<file path="src/rtl/f2_motion_ctrl_if.sv">
// Command/status bundle between the key-processing stage and the cursor controller.
// Latency: n/a (signal bundle only).
// Backpressure: none; instruction is a level code, status outputs are registered.
interface f2_motion_ctrl_if #(
  parameter int COORD_W = 4
);
  logic [2:0]         instruction;
  logic [COORD_W-1:0] pos_x;
  logic [COORD_W-1:0] pos_y;
  logic [1:0]         heading;
  logic               busy;
  logic               bump;
  logic               nav_done;

  modport master (
    output instruction,
    input  pos_x, pos_y, heading, busy, bump, nav_done
  );

  modport slave (
    input  instruction,
    output pos_x, pos_y, heading, busy, bump, nav_done
  );
endinterface

</file>
<file path="src/rtl/f2_motion_ctrl.sv">
// Cursor position/heading controller on a cell grid; one action per key press, navigate-home walker.
// Latency: a press sampled at a sysclk edge updates outputs on that same edge; navigate steps every STEP_DIV cycles.
// Backpressure: none; presses arriving while navigating abort (1/2/3) or are ignored (4).
module f2_motion_ctrl #(
  parameter int GRID_W   = 16,
  parameter int GRID_H   = 12,
  parameter int COORD_W  = 4,
  parameter int HOME_X   = 0,
  parameter int HOME_Y   = 0,
  parameter int STEP_DIV = 25000000
) (
  input  logic              sysclk,
  input  logic              rst_n,
  f2_motion_ctrl_if.slave   bus
);

  localparam int                 CNT_W    = $clog2(STEP_DIV);
  localparam logic [CNT_W-1:0]   CNT_LAST = CNT_W'(STEP_DIV - 1);
  localparam logic [COORD_W-1:0] HX       = COORD_W'(HOME_X);
  localparam logic [COORD_W-1:0] HY       = COORD_W'(HOME_Y);
  localparam logic [COORD_W-1:0] XMAX     = COORD_W'(GRID_W - 1);
  localparam logic [COORD_W-1:0] YMAX     = COORD_W'(GRID_H - 1);

  typedef enum logic {IDLE, NAV} state_t;

  state_t             state_q, state_d;
  logic [CNT_W-1:0]   cnt_q, cnt_d;
  logic [2:0]         prev_q;
  logic [COORD_W-1:0] x_q, x_d, y_q, y_d;
  logic [1:0]         hd_q, hd_d;
  logic               bump_q, bump_d, done_q, done_d;
  logic [2:0]         cmd;
  logic               press;
  logic [1:0]         mv_dir;

  // Next-state logic: decode, press-edge detect, single-cell moves and navigate stepping.
  always_comb begin
    cmd     = (bus.instruction > 3'd4) ? 3'd0 : bus.instruction;
    press   = (cmd != 3'd0) && (prev_q == 3'd0);
    // Backward travels opposite the current heading without changing it.
    mv_dir  = (cmd == 3'd2) ? (hd_q + 2'd2) : hd_q;
    state_d = state_q;
    cnt_d   = cnt_q;
    x_d     = x_q;
    y_d     = y_q;
    hd_d    = hd_q;
    bump_d  = 1'b0;
    done_d  = 1'b0;
    case (state_q)
      IDLE: begin
        if (press) begin
          case (cmd)
            3'd1, 3'd2: begin
              case (mv_dir)
                2'd0: if (y_q == '0)   bump_d = 1'b1; else y_d = y_q - 1'b1;
                2'd1: if (x_q == XMAX) bump_d = 1'b1; else x_d = x_q + 1'b1;
                2'd2: if (y_q == YMAX) bump_d = 1'b1; else y_d = y_q + 1'b1;
                default: if (x_q == '0) bump_d = 1'b1; else x_d = x_q - 1'b1;
              endcase
            end
            3'd3: hd_d = hd_q + 2'd1;
            3'd4: begin
              if (x_q == HX && y_q == HY) begin
                done_d = 1'b1;
              end else begin
                state_d = NAV;
                cnt_d   = '0;
              end
            end
            default: ;
          endcase
        end
      end
      default: begin
        // Abort has priority over a step landing on the same edge.
        if (press && cmd != 3'd4) begin
          state_d = IDLE;
          cnt_d   = '0;
        end else if (cnt_q == CNT_LAST) begin
          cnt_d = '0;
          // Close the x gap first, then y; heading follows the direction of travel.
          if (x_q != HX) begin
            if (x_q > HX) begin x_d = x_q - 1'b1; hd_d = 2'd3; end
            else          begin x_d = x_q + 1'b1; hd_d = 2'd1; end
          end else begin
            if (y_q > HY) begin y_d = y_q - 1'b1; hd_d = 2'd0; end
            else          begin y_d = y_q + 1'b1; hd_d = 2'd2; end
          end
          if (x_d == HX && y_d == HY) begin
            done_d  = 1'b1;
            state_d = IDLE;
          end
        end else begin
          cnt_d = cnt_q + 1'b1;
        end
      end
    endcase
  end

  // State register with synchronous active-low reset; prev_q tracks the decoded code every cycle.
  always_ff @(posedge sysclk) begin
    if (!rst_n) begin
      state_q <= IDLE;
      cnt_q   <= '0;
      prev_q  <= 3'd0;
      x_q     <= HX;
      y_q     <= HY;
      hd_q    <= 2'd0;
      bump_q  <= 1'b0;
      done_q  <= 1'b0;
    end else begin
      state_q <= state_d;
      cnt_q   <= cnt_d;
      prev_q  <= cmd;
      x_q     <= x_d;
      y_q     <= y_d;
      hd_q    <= hd_d;
      bump_q  <= bump_d;
      done_q  <= done_d;
    end
  end

  assign bus.pos_x    = x_q;
  assign bus.pos_y    = y_q;
  assign bus.heading  = hd_q;
  assign bus.busy     = (state_q == NAV);
  assign bus.bump     = bump_q;
  assign bus.nav_done = done_q;

endmodule

</file>
<file path="src/flat_wrapper.sv">
// flat-port wrapper written by rule: the top's interface ports become plain ports
module f2_motion_ctrl_flat 
#(
  parameter int GRID_W   = 16,
  parameter int GRID_H   = 12,
  parameter int COORD_W  = 4,
  parameter int HOME_X   = 0,
  parameter int HOME_Y   = 0,
  parameter int STEP_DIV = 25000000
)
  (sysclk, rst_n, bus_instruction, bus_pos_x, bus_pos_y, bus_heading, bus_busy, bus_bump, bus_nav_done);
  f2_motion_ctrl_if #(.COORD_W(COORD_W)) bus_i ();
  input  logic sysclk;
  input  logic rst_n;
  input wire logic [$bits(bus_i.instruction)-1:0] bus_instruction;
  output wire logic [$bits(bus_i.pos_x)-1:0] bus_pos_x;
  output wire logic [$bits(bus_i.pos_y)-1:0] bus_pos_y;
  output wire logic [$bits(bus_i.heading)-1:0] bus_heading;
  output wire logic [$bits(bus_i.busy)-1:0] bus_busy;
  output wire logic [$bits(bus_i.bump)-1:0] bus_bump;
  output wire logic [$bits(bus_i.nav_done)-1:0] bus_nav_done;
  assign bus_i.instruction = bus_instruction;
  assign bus_pos_x = bus_i.pos_x;
  assign bus_pos_y = bus_i.pos_y;
  assign bus_heading = bus_i.heading;
  assign bus_busy = bus_i.busy;
  assign bus_bump = bus_i.bump;
  assign bus_nav_done = bus_i.nav_done;
  f2_motion_ctrl #(.GRID_W(GRID_W), .GRID_H(GRID_H), .COORD_W(COORD_W), .HOME_X(HOME_X), .HOME_Y(HOME_Y), .STEP_DIV(STEP_DIV)) u_core (.sysclk(sysclk), .rst_n(rst_n), .bus(bus_i));
endmodule
</file>
<file path="config.mk">
export PLATFORM = sky130hd
export DESIGN_NAME = f2_motion_ctrl_flat
export DESIGN_NICKNAME = d
export VERILOG_FILES = /design/src/rtl/f2_motion_ctrl_if.sv /design/src/rtl/f2_motion_ctrl.sv /design/src/flat_wrapper.sv
export SDC_FILE = /design/constraint.sdc
export NUM_CORES = 1
export LEC_CHECK = 0
export ABC_AREA = 1
export ABC_CLOCK_PERIOD_IN_PS = 1860
export CAP_MARGIN = 0
export CORE_ASPECT_RATIO = 1.4
export CORE_MARGIN = 4
export CORE_UTILIZATION = 60
export CTS_CLUSTER_SIZE = 12
export DETAILED_ROUTE_END_ITERATION = 8
export PLACE_DENSITY = 0.77
export SKIP_CTS_REPAIR_TIMING = 1
export SYNTH_ARGS = -nofsm -noshare
export SYNTH_HDL_FRONTEND = slang
export SYNTH_SLANG_ARGS = --single-unit
</file>
<file path="constraint.sdc">
create_clock -name sysclk -period 1.86 [get_ports sysclk]
set_input_delay 0.279 -clock sysclk [delete_from_list [all_inputs] [get_ports sysclk]]
set_output_delay 0.279 -clock sysclk [all_outputs]
set_load 0.03 [all_outputs]
</file>
==> impl_metrics.toml, run 1 <==
[worst_setup_path]
r2r_cells = 10
path_delay_family = "buffers and inverters"
cp_num_buf_inv = 1
arrival_ps = 1520
cp_slowest_cell = "clkdlybuf4s50_1"
cp_max_fo = 8
path_class = "reg -> out"
cp_cell_sequence = "clkdlybuf4s50_1"
r2r_slack_ps = 120
timing.rr.end = "u_core.cnt_q[18]"
worstSetupStartpointType = "register"
critPathRequiredTime_ps = 1580
cpPeakStageDelay_ps = 740
reg2reg_from = "u_core.cnt_q[1]"
cp-end-kind = "primary output"

[yosys]
synth_edf_count = 0
synthesis.area_um2 = 3190
syn_area_per_cell_um2 = 6.11
syn_inst = 522
seq_area_frac_synth_pct = 25.7
yosysWarnings = 0
synth_ff_type = "dfxtp_1"
ys_seq_elements = 41
yosysUniqueCellTypes = 38
async_reset_ff_share_pct = 0
synth_nets = 532

[cells_and_area]
final_area_um2 = 3760
layout_commonest_cell = "nand2_1"
antennaDiodeCount = 0
area_delta_synth_final_pct = 17.8
utilization_pct = 72.8
layout_common_cells = "141 x nand2_1, 58 x nor2_1, 55 x nand3_1"
final_nets = 574
layout-drive-gt1-share_pct = 18.6

[clocking]
cts_sinks = 41
root_buffer = "clkbuf_8"
clock_latency_ps = 300
cts_buffer_depth = 2
cts_tree = "done"
cts_buffers = 5
htree_levels = 2
path_clk_slew_ps = 80

[timing]
setup_tns_ps = 0
rsz0062_at_grt = "false"
setup_ws_ps = 58.5
drv_slew = 0
clock-skew-final_ps = 4.95
fin_crit_ps = 1800
tightest_slew_ps = 369
setup_viol = 0
fmax_mhz = 555
timing.final.crit_share_pct = 96.9
hold-worst-slack_ps = 491
hold_viol = 0
relSlewSlack_pct = 75.4

[pwr]
p_switching_uw = 547
pwr-share-clk_pct = 36.8
peakVddDrop_mv = 0.360
combPwrFrac_pct = 17.4
sequentialPowerShare_pct = 45.8
powerDensity_nw_per_um2 = 522
leakage_uw = 0.00163
internal-power_uw = 1410
sw_frac_of_total_pct = 27.9

[placement]
gp_congestion = 0.959
dpl_worst_slack_ps = -126
hpwlAfterDp_um = 6610
placed_cell_area_um2 = 3640
port_buffers = 17

[floorplan]
core_um2 = 5160
io_pins = 18
num_rows = 31
fp.dieW_um = 69.6
dieArea_um2 = 6560
die_h_um = 94.3
start_util_pct = 61.8

[global_route]
antenna_found_initial = 0
use_met1_pct = 28.2
grt_usage_pct = 27.4
grtUsageMet2_pct = 51.9
grt_pass1_wl_um = 14600
busiest_layer = "met2"
use_met3_pct = 3.85
grt_pass1_vias = 3301
overflow = 0
grt_start_max_net_pins = 23

[route]
via_per_inst = 5.53
finalWirelength_um = 8620
firstDrtPassIters = 5
post-route-drc-count = 0
ant_nets = 0
first_iter_violations = 242
wl_per_cell_um = 13.7
dr_total_vias = 3485

[worst_hold_path]
min_from = "u_core.cnt_q[1]"
hold_end = "u_core.cnt_q[1]"
holdPathStages = 2
min_path_type = "reg -> reg"

[flow_run]
drv_cap = 0

[run_status]
status = "complete, no violations"
[worst max path at each step]
| stage | startpoint | end | slack [ps] | cells after the start |
|---|---|---|---|---|
| global route | u_core.cnt_q[1] | u_core.bus.nav_done | 5 | 11 |
| global placement | bus_instruction[0] | u_core.bus.pos_x[2] | -60 | 13 |
| detailed placement | bus_instruction[0] | u_core.cnt_q[18] | -130 | 11 |
| finish | u_core.bus.pos_y[2] | bus_pos_y[2] | 60 | 1 |
| CTS | u_core.cnt_q[1] | u_core.cnt_q[18] | -2 | 10 |
| floorplan | u_core.bus.pos_y[1] | u_core.cnt_q[0] | 100 | 9 |
[worst register-to-register path, delay by kind of cell (launching register included)]
kind / cells / cell delay [ps]
fa+ha+maj: 1 / 180
buf+inv: 1 / 30
flops: 1 / 360
simple gates: 8 / 1070
[state kept, by name, indices dropped and copies added (netlist names)]
name / flops
u_core.bus.heading: 2
u_core.bus.busy: 1
u_core.bus.pos_y: 4
u_core.cnt_q: 25
u_core.bus.bump: 1
u_core.bus.pos_x: 4
u_core.bus.nav_done: 1
u_core.prev_q: 3
[cells in the mapped netlist, drive strengths merged, types with 6 or more instances]
| cell | number | area share [%] |
|---|---|---|
| buf | 14 | 3.0 |
| clkbuf | 6 | 0.75 |
| dfxtp | 41 | 26 |
| nand3 | 63 | 11 |
| o21ai | 28 | 4.7 |
| nand4 | 15 | 2.9 |
| a21oi | 35 | 5.6 |
| inv | 61 | 7.3 |
| nand2 | 159 | 21 |
| nor2 | 70 | 10 |
[logic make-up after synthesis]
group,share of synthesized area [%]
AOI/OAI and AO/OA,12.0
buffers and inverters,11.1
DFF,25.7
adders and majority gates,1.96
xor gates and xnor gates,1.37
and+or+nand+nor,47.9
[metal layers]
layer  vias to the layer above  wire (um)
li1                       1765          -
met2                        95       4660
met3                        29        310
met5                         -          0
met4                         0        333
met1                      1596       3310
[power by group through the flow]
stage                     Clock (uW)  Sequential [uW]  Combinational (uW)
final                            721              898                 342
after global routing             762              900                 378
after CTS                        731              898                 338
after detailed placement           0              918                 335
after global placement             0              919                 334
after floorplan                    0              931                 206
[layout make-up]
| cell class | count | area, um2 |
|---|---|---|
| timing repair buffer | 55 | 483 |
| multi-input combinational | 400 | 2030 |
| tap | 66 | 82.6 |
| clock inverter | 2 | 35.0 |
| clock buffer | 5 | 68.8 |
| fill | 467 | 1400 |
| inverter | 61 | 236 |
| sequential | 41 | 823 |
[through the flow]
stage                     power, uW  std cells
final                          1960        630
after CTS                      1970        630
after global routing           2040        630
after detailed placement       1250        623
after global placement         1250        623
after floorplan                1140        522
(Power assumes the default switching activity.)
==> inputs of run 2 (changes only) <==
--- a/config.mk
+++ b/config.mk
@@ -17,2 +17,3 @@
 export SKIP_CTS_REPAIR_TIMING = 1
+export SLEW_MARGIN = 20
 export SYNTH_ARGS = -nofsm -noshare
--- a/constraint.sdc
+++ b/constraint.sdc
@@ -3,2 +3,2 @@
 set_output_delay 0.279 -clock sysclk [all_outputs]
-set_load 0.03 [all_outputs]
+set_load 0.01 [all_outputs]
==> run 2 against run 1 <==
Effect of this change: sequential power about the same; sequential cell count unchanged; clock power up 6.2%; utilization up 0.70 points; setup slack better by 49 ps; critical path type unchanged.
==> impl_metrics.toml, run 2 (synthesized netlist as in run 1, its figures left out) <==
[global_route]
grt_pass1_wl_um = 14700
overflow = 0
grt_usage_pct = 27.7
grt_start_max_net_pins = 22
grt_pass1_vias = 3382
antenna_found_initial = 0

[route]
finalWirelength_um = 8590
first_iter_violations = 262
ant_nets = 0
via_per_inst = 5.57
firstDrtPassIters = 5
wl_per_cell_um = 13.6
post-route-drc-count = 0
dr_total_vias = 3524

[placement]
dp.cells = 625
placed_cell_area_um2 = 3660
port_buffers = 17
hpwlAfterDp_um = 6760
gp_congestion = 0.913

[cells_and_area]
final_area_um2 = 3790
stdcell_count = 633
utilization_pct = 73.5
layout_commonest_cell = "nand2_1"
area_delta_synth_final_pct = 18.9
largest_reg_flops = 25
layout-drive-gt1-share_pct = 18.3
final_nets = 576
layout_common_cells = "141 x nand2_1, 58 x nor2_1, 55 x nand3_1"
n_fill_cell = 472
largest_register = "u_core.cnt_q"
antennaDiodeCount = 0

[timing]
setup_viol = 0
fmax_mhz = 571
hold_viol = 0
timing.final.crit_share_pct = 94.2
relSlewSlack_pct = 76.1
clock-skew-final_ps = 12.4
drv_slew = 0
rsz0062_at_grt = "false"
setup_tns_ps = 0
tightest_slew_ps = 358
fin_crit_ps = 1750

[clocking]
htree_levels = 2
path_clk_slew_ps = 80
clock_latency_ps = 300
cts_buffer_depth = 2
cts_tree = "done"
cts_buffers = 5
root_buffer = "clkbuf_8"
cts_sinks = 41

[worst_setup_path]
path_class = "reg -> out"
arrival_ps = 1470
cp-end-kind = "primary output"
worstSetupStartpointType = "register"
critPathRequiredTime_ps = 1580
cp_max_fo = 6

[flow_run]
drv_cap = 0

[pwr]
peakVddDrop_mv = 0.317
sw_frac_of_total_pct = 26.7
leakage_uw = 0.00163
internal-power_uw = 1460
sequentialPowerShare_pct = 45.0
pwr-share-clk_pct = 38.5
p_switching_uw = 531
combPwrFrac_pct = 16.5
powerDensity_nw_per_um2 = 525

[floorplan]
fp.dieW_um = 69.6
num_rows = 31
core_um2 = 5160
io_pins = 18
dieArea_um2 = 6560
start_util_pct = 61.8
die_h_um = 94.3

[run_status]
status = "complete, no violations"

[worst_hold_path]
min_path_type = "reg -> reg"
[run 2: final timing paths]
path | depth (start not counted) | startpoint | slack (ps) | to
max | 2 | u_core.bus.pos_y[2] | 110 | bus_pos_y[2]
min | 2 | u_core.cnt_q[1] | 510 | u_core.cnt_q[1]
max reg2reg | 12 | u_core.cnt_q[1] | 140 | u_core.bus.heading[1]
min reg2reg | 2 | u_core.cnt_q[1] | 510 | u_core.cnt_q[1]
[run 2: critical path: stages, from the launching register on]
cell	delay, ps
dfxtp_1	450
buf_4	190
clkdlybuf4s50_1	530
[run 2: through the flow]
step	worst slack (ps)	hold slack, ps	total power (uW)
6_report	107	509	1990
5_1_grt	27.5	536	2070
4_1_cts	-18.7	509	2000
3_5_place_dp	-79.2	496	1240
3_3_place_gp	-58.9	471	1240
2_1_floorplan	145	381	1130
[run 2: layout make-up]
| cell class | instances | area (um2) | area share (%) |
|---|---|---|---|
| clock inverter | 1 | 30.0 | 0.792 |
| timing repair buffer | 57 | 508 | 13.4 |
| tap | 66 | 82.6 | 2.18 |
| inverter | 61 | 234 | 6.17 |
| clock buffer | 7 | 86.3 | 2.28 |
| sequential | 41 | 821 | 21.6 |
| multi-input combinational | 400 | 2030 | 53.6 |
[run 2: power by group through the flow]
stage               clock [uW]  combinational [uW]  sequential (uW)
global placement             0                 323              916
floorplan                    0                 206              919
detailed placement           0                 326              916
CTS                        774                 328              896
finish                     766                 330              896
global route               806                 367              897
[run 2: layer usage]
metal,wire length (um),share of wire (%),GRT usage (%),vias to the layer above
met5,0,0,0,-
met4,313,3.6,15.2,0
met3,306,3.6,3.64,33
met2,4780,56,55.3,107
met1,3190,37,26.9,1616
li1,-,-,-,1768
